[src/rtl/shift_pkg.sv]
// Shared definitions for the shift sequencer and its uni_shift consumers:
// FSM state encoding and the downstream control (clt) codes.
package shift_pkg;

  typedef enum logic [1:0] {
    ST_IDLE  = 2'b00,
    ST_LOAD  = 2'b01,
    ST_SHIFT = 2'b10,
    ST_DONE  = 2'b11
  } state_t;

  localparam logic [1:0] CLT_HOLD = 2'b00;
  localparam logic [1:0] CLT_SHL  = 2'b01;
  localparam logic [1:0] CLT_SHR  = 2'b10;
  localparam logic [1:0] CLT_LOAD = 2'b11;

  function automatic logic [1:0] shift_clt(input logic dir);
    return dir ? CLT_SHR : CLT_SHL;
  endfunction

endpackage

[src/rtl/shift_cnt.sv]
// Remaining-shift counter: parallel load, decrement saturating at zero,
// and a zero flag.
module shift_cnt #(
  parameter int CW = 4
) (
  input  logic          clk,
  input  logic          rst,
  input  logic          load,
  input  logic          dec,
  input  logic [CW-1:0] load_val,
  output logic [CW-1:0] cnt,
  output logic          zero
);

  logic [CW-1:0] cnt_r;

  // Counter register; load takes priority over decrement.
  always_ff @(posedge clk or negedge rst) begin
    if (!rst) begin
      cnt_r <= {CW{1'b0}};
    end else if (load) begin
      cnt_r <= load_val;
    end else if (dec && (cnt_r != {CW{1'b0}})) begin
      cnt_r <= cnt_r - {{(CW-1){1'b0}}, 1'b1};
    end else begin
      cnt_r <= cnt_r;
    end
  end

  assign cnt  = cnt_r;
  assign zero = (cnt_r == {CW{1'b0}});

endmodule

[src/rtl/shift_seq.sv]
// Command-driven sequencer for a downstream uni_shift register: loads a word,
// issues len shift controls, mirrors the shifts in a shadow copy, reports the result.
module shift_seq
  import shift_pkg::*;
#(
  parameter int N  = 8,
  parameter int CW = $clog2(N) + 1
) (
  input  logic          clk,
  input  logic          rst,
  input  logic          cmd_valid,
  output logic          cmd_ready,
  input  logic          cmd_dir,
  input  logic [CW-1:0] cmd_len,
  input  logic [N-1:0]  cmd_data,
  input  logic          ser_in,
  output logic [1:0]    clt,
  output logic [N-1:0]  d,
  output logic          ser_out,
  output logic          ser_out_valid,
  output logic          done,
  output logic [N-1:0]  res_data
);

  state_t        state_r, state_nx_s;
  logic          dir_r;
  logic [N-1:0]  data_r;
  logic [N-1:0]  shadow_r;
  logic          accept_s;
  logic [CW-1:0] len_clamp_s;
  logic [CW-1:0] cnt_s;
  logic          cnt_zero_s;
  logic          last_shift_s;

  assign accept_s     = (state_r == ST_IDLE) && cmd_valid;
  assign len_clamp_s  = (cmd_len > CW'(N)) ? CW'(N) : cmd_len;
  assign last_shift_s = (cnt_s == {{(CW-1){1'b0}}, 1'b1});

  shift_cnt #(.CW(CW)) u_cnt (
    .clk      (clk),
    .rst      (rst),
    .load     (accept_s),
    .dec      (state_r == ST_SHIFT),
    .load_val (len_clamp_s),
    .cnt      (cnt_s),
    .zero     (cnt_zero_s)
  );

  // State register.
  always_ff @(posedge clk or negedge rst) begin
    if (!rst) begin
      state_r <= ST_IDLE;
    end else begin
      state_r <= state_nx_s;
    end
  end

  // Command capture and shadow copy of the downstream register.
  always_ff @(posedge clk or negedge rst) begin
    if (!rst) begin
      dir_r    <= 1'b0;
      data_r   <= {N{1'b0}};
      shadow_r <= {N{1'b0}};
    end else begin
      if (accept_s) begin
        dir_r  <= cmd_dir;
        data_r <= cmd_data;
      end else begin
        dir_r  <= dir_r;
        data_r <= data_r;
      end
      case (state_r)
        ST_LOAD:  shadow_r <= data_r;
        ST_SHIFT: shadow_r <= dir_r ? {ser_in, shadow_r[N-1:1]}
                                    : {shadow_r[N-2:0], ser_in};
        default:  shadow_r <= shadow_r;
      endcase
    end
  end

  // Next-state and output decode from registered state only.
  always_comb begin
    state_nx_s    = state_r;
    cmd_ready     = 1'b0;
    clt           = CLT_HOLD;
    d             = {N{1'b0}};
    ser_out       = 1'b0;
    ser_out_valid = 1'b0;
    done          = 1'b0;
    res_data      = {N{1'b0}};
    case (state_r)
      ST_IDLE: begin
        cmd_ready = 1'b1;
        if (cmd_valid) begin
          state_nx_s = ST_LOAD;
        end else begin
          state_nx_s = ST_IDLE;
        end
      end
      ST_LOAD: begin
        clt = CLT_LOAD;
        d   = data_r;
        if (cnt_zero_s) begin
          state_nx_s = ST_DONE;
        end else begin
          state_nx_s = ST_SHIFT;
        end
      end
      ST_SHIFT: begin
        clt           = shift_clt(dir_r);
        d             = dir_r ? {ser_in, {(N-1){1'b0}}} : {{(N-1){1'b0}}, ser_in};
        ser_out       = dir_r ? shadow_r[0] : shadow_r[N-1];
        ser_out_valid = 1'b1;
        if (last_shift_s || cnt_zero_s) begin
          state_nx_s = ST_DONE;
        end else begin
          state_nx_s = ST_SHIFT;
        end
      end
      ST_DONE: begin
        done       = 1'b1;
        res_data   = shadow_r;
        state_nx_s = ST_IDLE;
      end
      default: begin
        state_nx_s = ST_IDLE;
      end
    endcase
  end

endmodule

[config.mk]
export PLATFORM = sky130hd
export DESIGN_NAME = shift_seq
export DESIGN_NICKNAME = d
export VERILOG_FILES = /design/src/rtl/shift_pkg.sv /design/src/rtl/shift_cnt.sv /design/src/rtl/shift_seq.sv
export SDC_FILE = /design/constraint.sdc
export NUM_CORES = 1
export LEC_CHECK = 0
export ABC_CLOCK_PERIOD_IN_PS = 2400
export CORE_MARGIN = 8
export CORE_UTILIZATION = 50
export DETAILED_ROUTE_END_ITERATION = 8
export PLACE_DENSITY_LB_ADDON = 0.12
export SETUP_SLACK_MARGIN = 0.05
export SYNTH_ARGS = -nofsm -noshare
export SYNTH_HDL_FRONTEND = slang
export SYNTH_SLANG_ARGS = --single-unit
[constraint.sdc]
create_clock -name clk -period 2.4 [get_ports clk]
set_input_delay 0.24 -clock clk [delete_from_list [all_inputs] [get_ports clk]]
set_output_delay 0.24 -clock clk [all_outputs]
set_load 0.02 [all_outputs]
Word level (Yosys, flattened, before mapping)
Index checks and enable logic that the tools add are counted.

Bits in registers: 23. Input port bits: 17.

$add $sub $neg: 1. $lt $le $gt $ge: 1. Eq/ne operators: 4. Mux-type cells: 19. Reductions and logical operators: 8.

Operators with widths (number): $pmux W8 S2 (2); $mux W8 (3); $mux W4 (3); $mux W1 (8); $pmux W2 S4 (1); $eq A2 B2 Y1 const B (2); $eq A4 B1 Y1 const B (1); $gt A4 B4 Y1 const B (1); $logic_not A4 Y1 (1); $pmux W2 S2 (1); $reduce_bool A2 Y1 (2); $reduce_bool A4 Y1 (1); $sub A4 B1 Y4 const B (1); $eq A2 B1 Y1 const B (1); $logic_and A1 B1 Y1 (2); $logic_not A2 Y1 (1); $mux W2 (1); $logic_or A1 B1 Y1 (1).

Logic depth before layout (Yosys ltp)
Word-level depth: 4. Gate-level depth with buffers: 7. Mapped depth without buffers: 5.

Modules after synthesis
Synthesis repeated with hierarchy kept, for this count alone.

Cells, all modules: 139. Area total of the unflattened synthesis: 1435.1 um^2.

By module, submodules not included: shift_seq (instances 1, cells an instance 112, area each 1164.9 um^2, seq. area each 475.5 um^2); shift_cnt (instances 1, cells an instance 27, area each 270.3 um^2, seq. area each 100.1 um^2).

Worst setup path after synthesis
OpenSTA, ideal clock, no wires.

Path kind: register to output. From: reg state_r[0]. To: out d[7]. Data arrival time: 1.593 ns. Required time: 2.160 ns. Path slack: 0.567 ns. Stages on the path, launching flop included: 7. Path buffers: 2. Path through: dfrtp_1 -> inv_1 -> ha_1 -> buf_2 -> buf_2 -> a32oi_1 -> nor2b_1.

Longest elaborated chain between the ends: 2. Elaborated cells on any way between the ends: 3.

RTL lines: start, declared (RTL line shift_seq.sv:25) `state_t state_r, state_nx_s;`; start signal, assigned (RTL line shift_seq.sv:54) `state_r <= state_nx_s;`; $eq A2 B2 Y1 or $eq A2 B1 Y1 (tied branches) (RTL line shift_seq.sv:91) `case (state_r)`; $pmux W8 S2 (*) (RTL line shift_seq.sv:91); end, declared (RTL line shift_seq.sv:18) `output logic [N-1:0] d,`.

Mark *: on every way between the ends. The rest lies on a longest branch, timed or not.

Worst setup path in the final report
From: reg state_r[1]. To: out d[4].

The elaborated chain is that of the path after synthesis.

==> results_dict.tcl <==
set metrics [dict create \
    finalSetupViolCount 0 \
    path_max_fanout 12 \
    port_buffers 38 \
    r2r_slack_ns 0.68 \
    path_class "reg -> out" \
    wl_per_cell_um 15.3 \
    power_density_nw_per_um2 1350 \
    drt_first_iter_violations 56 \
    n_antenna_cell 0 \
    grt_usage 0.140 \
    hold_class "in -> async" \
    finClkSkew_ns 0.00316 \
    whs_ns 0.263 \
    syn_inst 133 \
    layout_commonest_cell "clkdlybuf4s50_1" \
    pwr-share-comb 0.596 \
    floorplan.rows 19 \
    die-width_um 68.4 \
    drive_gt1_frac 0.165 \
    max_freq_ghz 0.438 \
    drc 0 \
    cp.arrival_ns 2.05 \
    place_congestion 0.762 \
    r2r-start "state_r[0]" \
    reg2regPathDepth 6 \
    register_area_um2 576 \
    synth_compound_gate_area_share 0.106 \
    clkSinkCount 23 \
    place.detailed.hpwl_um 2340 \
    core_um2 2690 \
    tns_ns 0 \
    multiInputGateArea_um2 742 \
    synthDistinctLibCells 28 \
    finalHoldViolCount 0 \
    end_kind "primary output" \
    avgSynthCellArea_um2 10.3 \
    pwr-share-clk 0.073 \
    floorplan.initialDensity 0.511 \
    fillers 230 \
    worstSetupStartpoint "state_r[1]" \
    status "finished, final reports clean" \
    seqPwrFrac 0.331 \
    synth_top_family_by_area "multiplexers" \
    power.switching_w 0.00103 \
    clockRootBuffer "clkbuf_4" \
    die_h_um 68.4 \
    layout_common_cells "32 x clkdlybuf4s50_1, 23 x dfrtp_1, 17 x mux2_2" \
    maxSlewViolCount 0 \
    p_int_w 0.00144 \
    first_pass_iters 4 \
    worst_r2r_endpoint "state_r[0]" \
    cts_buffer_depth 2 \
    routed_wirelength_um 3080 \
    period_needed_ns 2.29 \
    vias 1118 \
    power_leakage_nw 0.875 \
    grt_pass1_wl_um 5110 \
    die_area_um2 4680 \
    cts_tree "done" \
    slew_headroom 0.571 \
    clk_pin_slew_worst_paths_ns 0.13 \
    synth.area.mux_share 0.205 \
    p_sw_frac 0.417 \
    io_pins 39 \
    yosys_warnings 0 \
    synthXorXnorAreaFrac 0 \
    ant_nets 0 \
    grt_max_degree 27 \
    grt_pass1_vias 1060 \
    fin_crit_sh 0.952 \
    nNetsFinal 195 \
    area_growth_syn_to_layout_pct 32.8 \
    grt_setup_unrepaired "yes" \
    cts-buffers-inserted 3 \
    gr-total-overflow 0 \
    ys_ff_latch 23 \
    synth_nets 157 \
    cap_violations 0 \
    worst_ep_required_time_ns 2.16 \
    synthSimpleGateAreaFrac 0.160 \
    hold_buffers 0 \
    antenna_found_initial 0 \
    ys_seq_area_frac 0.419 \
    clk_latency_ns 0.30 \
    cp-start-kind "register" \
    tightest_slew_ns 0.642 \
    netlist_area_um2 1370 \
    synth-adder-area-share 0.0638 \
    ir_worst_vdd_uv 950 \
    via_per_inst 5.56 \
    ctsHtreeMaxLevel 1 \
]
[what timing repair did]
item,CTS,global route
setup endpoints to repair,3,10
setup buffers,0,0
resized for setup,3,7
cloned,0,0
[critical path: stages, from the launching register on]
cell and delay (ns):
dfrtp_1 0.40, inv_1 0.10, ha_2 0.43, and3_1 0.20, clkdlybuf4s50_1 0.61
[cells in the mapped netlist]
cell type / number / area, um^2
mux2_2: 17 / 191
mux2i_1: 9 / 90.1
a21oi_1: 15 / 75.1
nand2_1: 4 / 15.0
a21o_1: 1 / 7.51
nand3_1: 2 / 10.0
buf_2: 5 / 25.0
o21ai_1: 1 / 5.00
o32ai_1: 1 / 8.76
or3b_4: 1 / 11.3
o221ai_1: 1 / 8.76
a32oi_1: 1 / 8.76
clkbuf_1: 2 / 7.51
a32o_1: 1 / 10.0
a31oi_1: 1 / 6.26
dfrtp_1: 23 / 576
buf_4: 1 / 7.51
a22oi_1: 1 / 7.51
ha_1: 7 / 87.6
o21a_1: 1 / 7.51
and4b_2: 1 / 11.3
inv_1: 6 / 22.5
and3_1: 6 / 37.5
nor4b_1: 1 / 8.76
nor2b_1: 5 / 31.3
nor2_1: 10 / 37.5
or4_1: 1 / 7.51
and2_1: 8 / 50.1
[per-stage QoR]
step           total power (W)  std cells  cell area, um^2   util  worst slack [ns]
2_1_floorplan          0.00182        133             1370      -             0.567
3_3_place_gp           0.00224        197             1770  0.660             0.434
3_5_place_dp           0.00228        197             1770  0.660             0.379
4_1_cts                0.00248        201             1810  0.672            0.0554
5_1_grt                0.00265        201             1820  0.679           0.00892
6_report               0.00247        201             1820  0.679             0.114
[per-layer routing]
| layer | track usage | up-vias | routed length [um] |
|---|---|---|---|
| met5 | 0 | - | 0 |
| met2 | 0.216 | 32 | 1400 |
| met4 | 0.0384 | 0 | 18 |
| met3 | 0.0327 | 2 | 206 |
| li1 | - | 544 | - |
| met1 | 0.192 | 540 | 1460 |
[flip-flops by register name, indices dropped and copies added, names as in the netlist]
| register | count |
|---|---|
| data_r | 8 |
| dir_r | 1 |
| u_cnt.cnt | 4 |
| shadow_r | 8 |
| state_r | 2 |
[cells by family (layout without fill, tap and decap cells)]
kind of cell,Yosys count,after routing
flops,23,23
compound gates,24,24
buf+inv,14,51
simple gates,39,39
fa+ha+maj,7,7
mux,26,26
[layout make-up]
cell class              count  area share
clock buffers               4      0.0144
repair buffers             41       0.229
inverters                   6      0.0124
flip-flops and latches     23       0.316
well taps                  31      0.0213
multi-input cells          96       0.407
[power groups by stage]
stage	Combinational, W	Sequential (W)	Clock, W
final	0.00147	0.000816	0.000180
after global routing	0.00161	0.000848	0.000199
after detailed placement	0.00146	0.000821	0
after CTS	0.00148	0.000814	0.000185
after floorplan	0.00110	0.000725	0
after global placement	0.00142	0.000814	0
[how the worst max path moves through the flow]
stage                   end  slack [ns]  cells past startpoint
floorplan              d[7]        0.57                      6
global route           d[7]       0.009                      4
global placement    ser_out        0.43                      5
finish                 d[4]        0.11                      4
detailed placement  ser_out        0.38                      5
CTS                 ser_out        0.06                      5
Power figures use the tool's default switching activity.
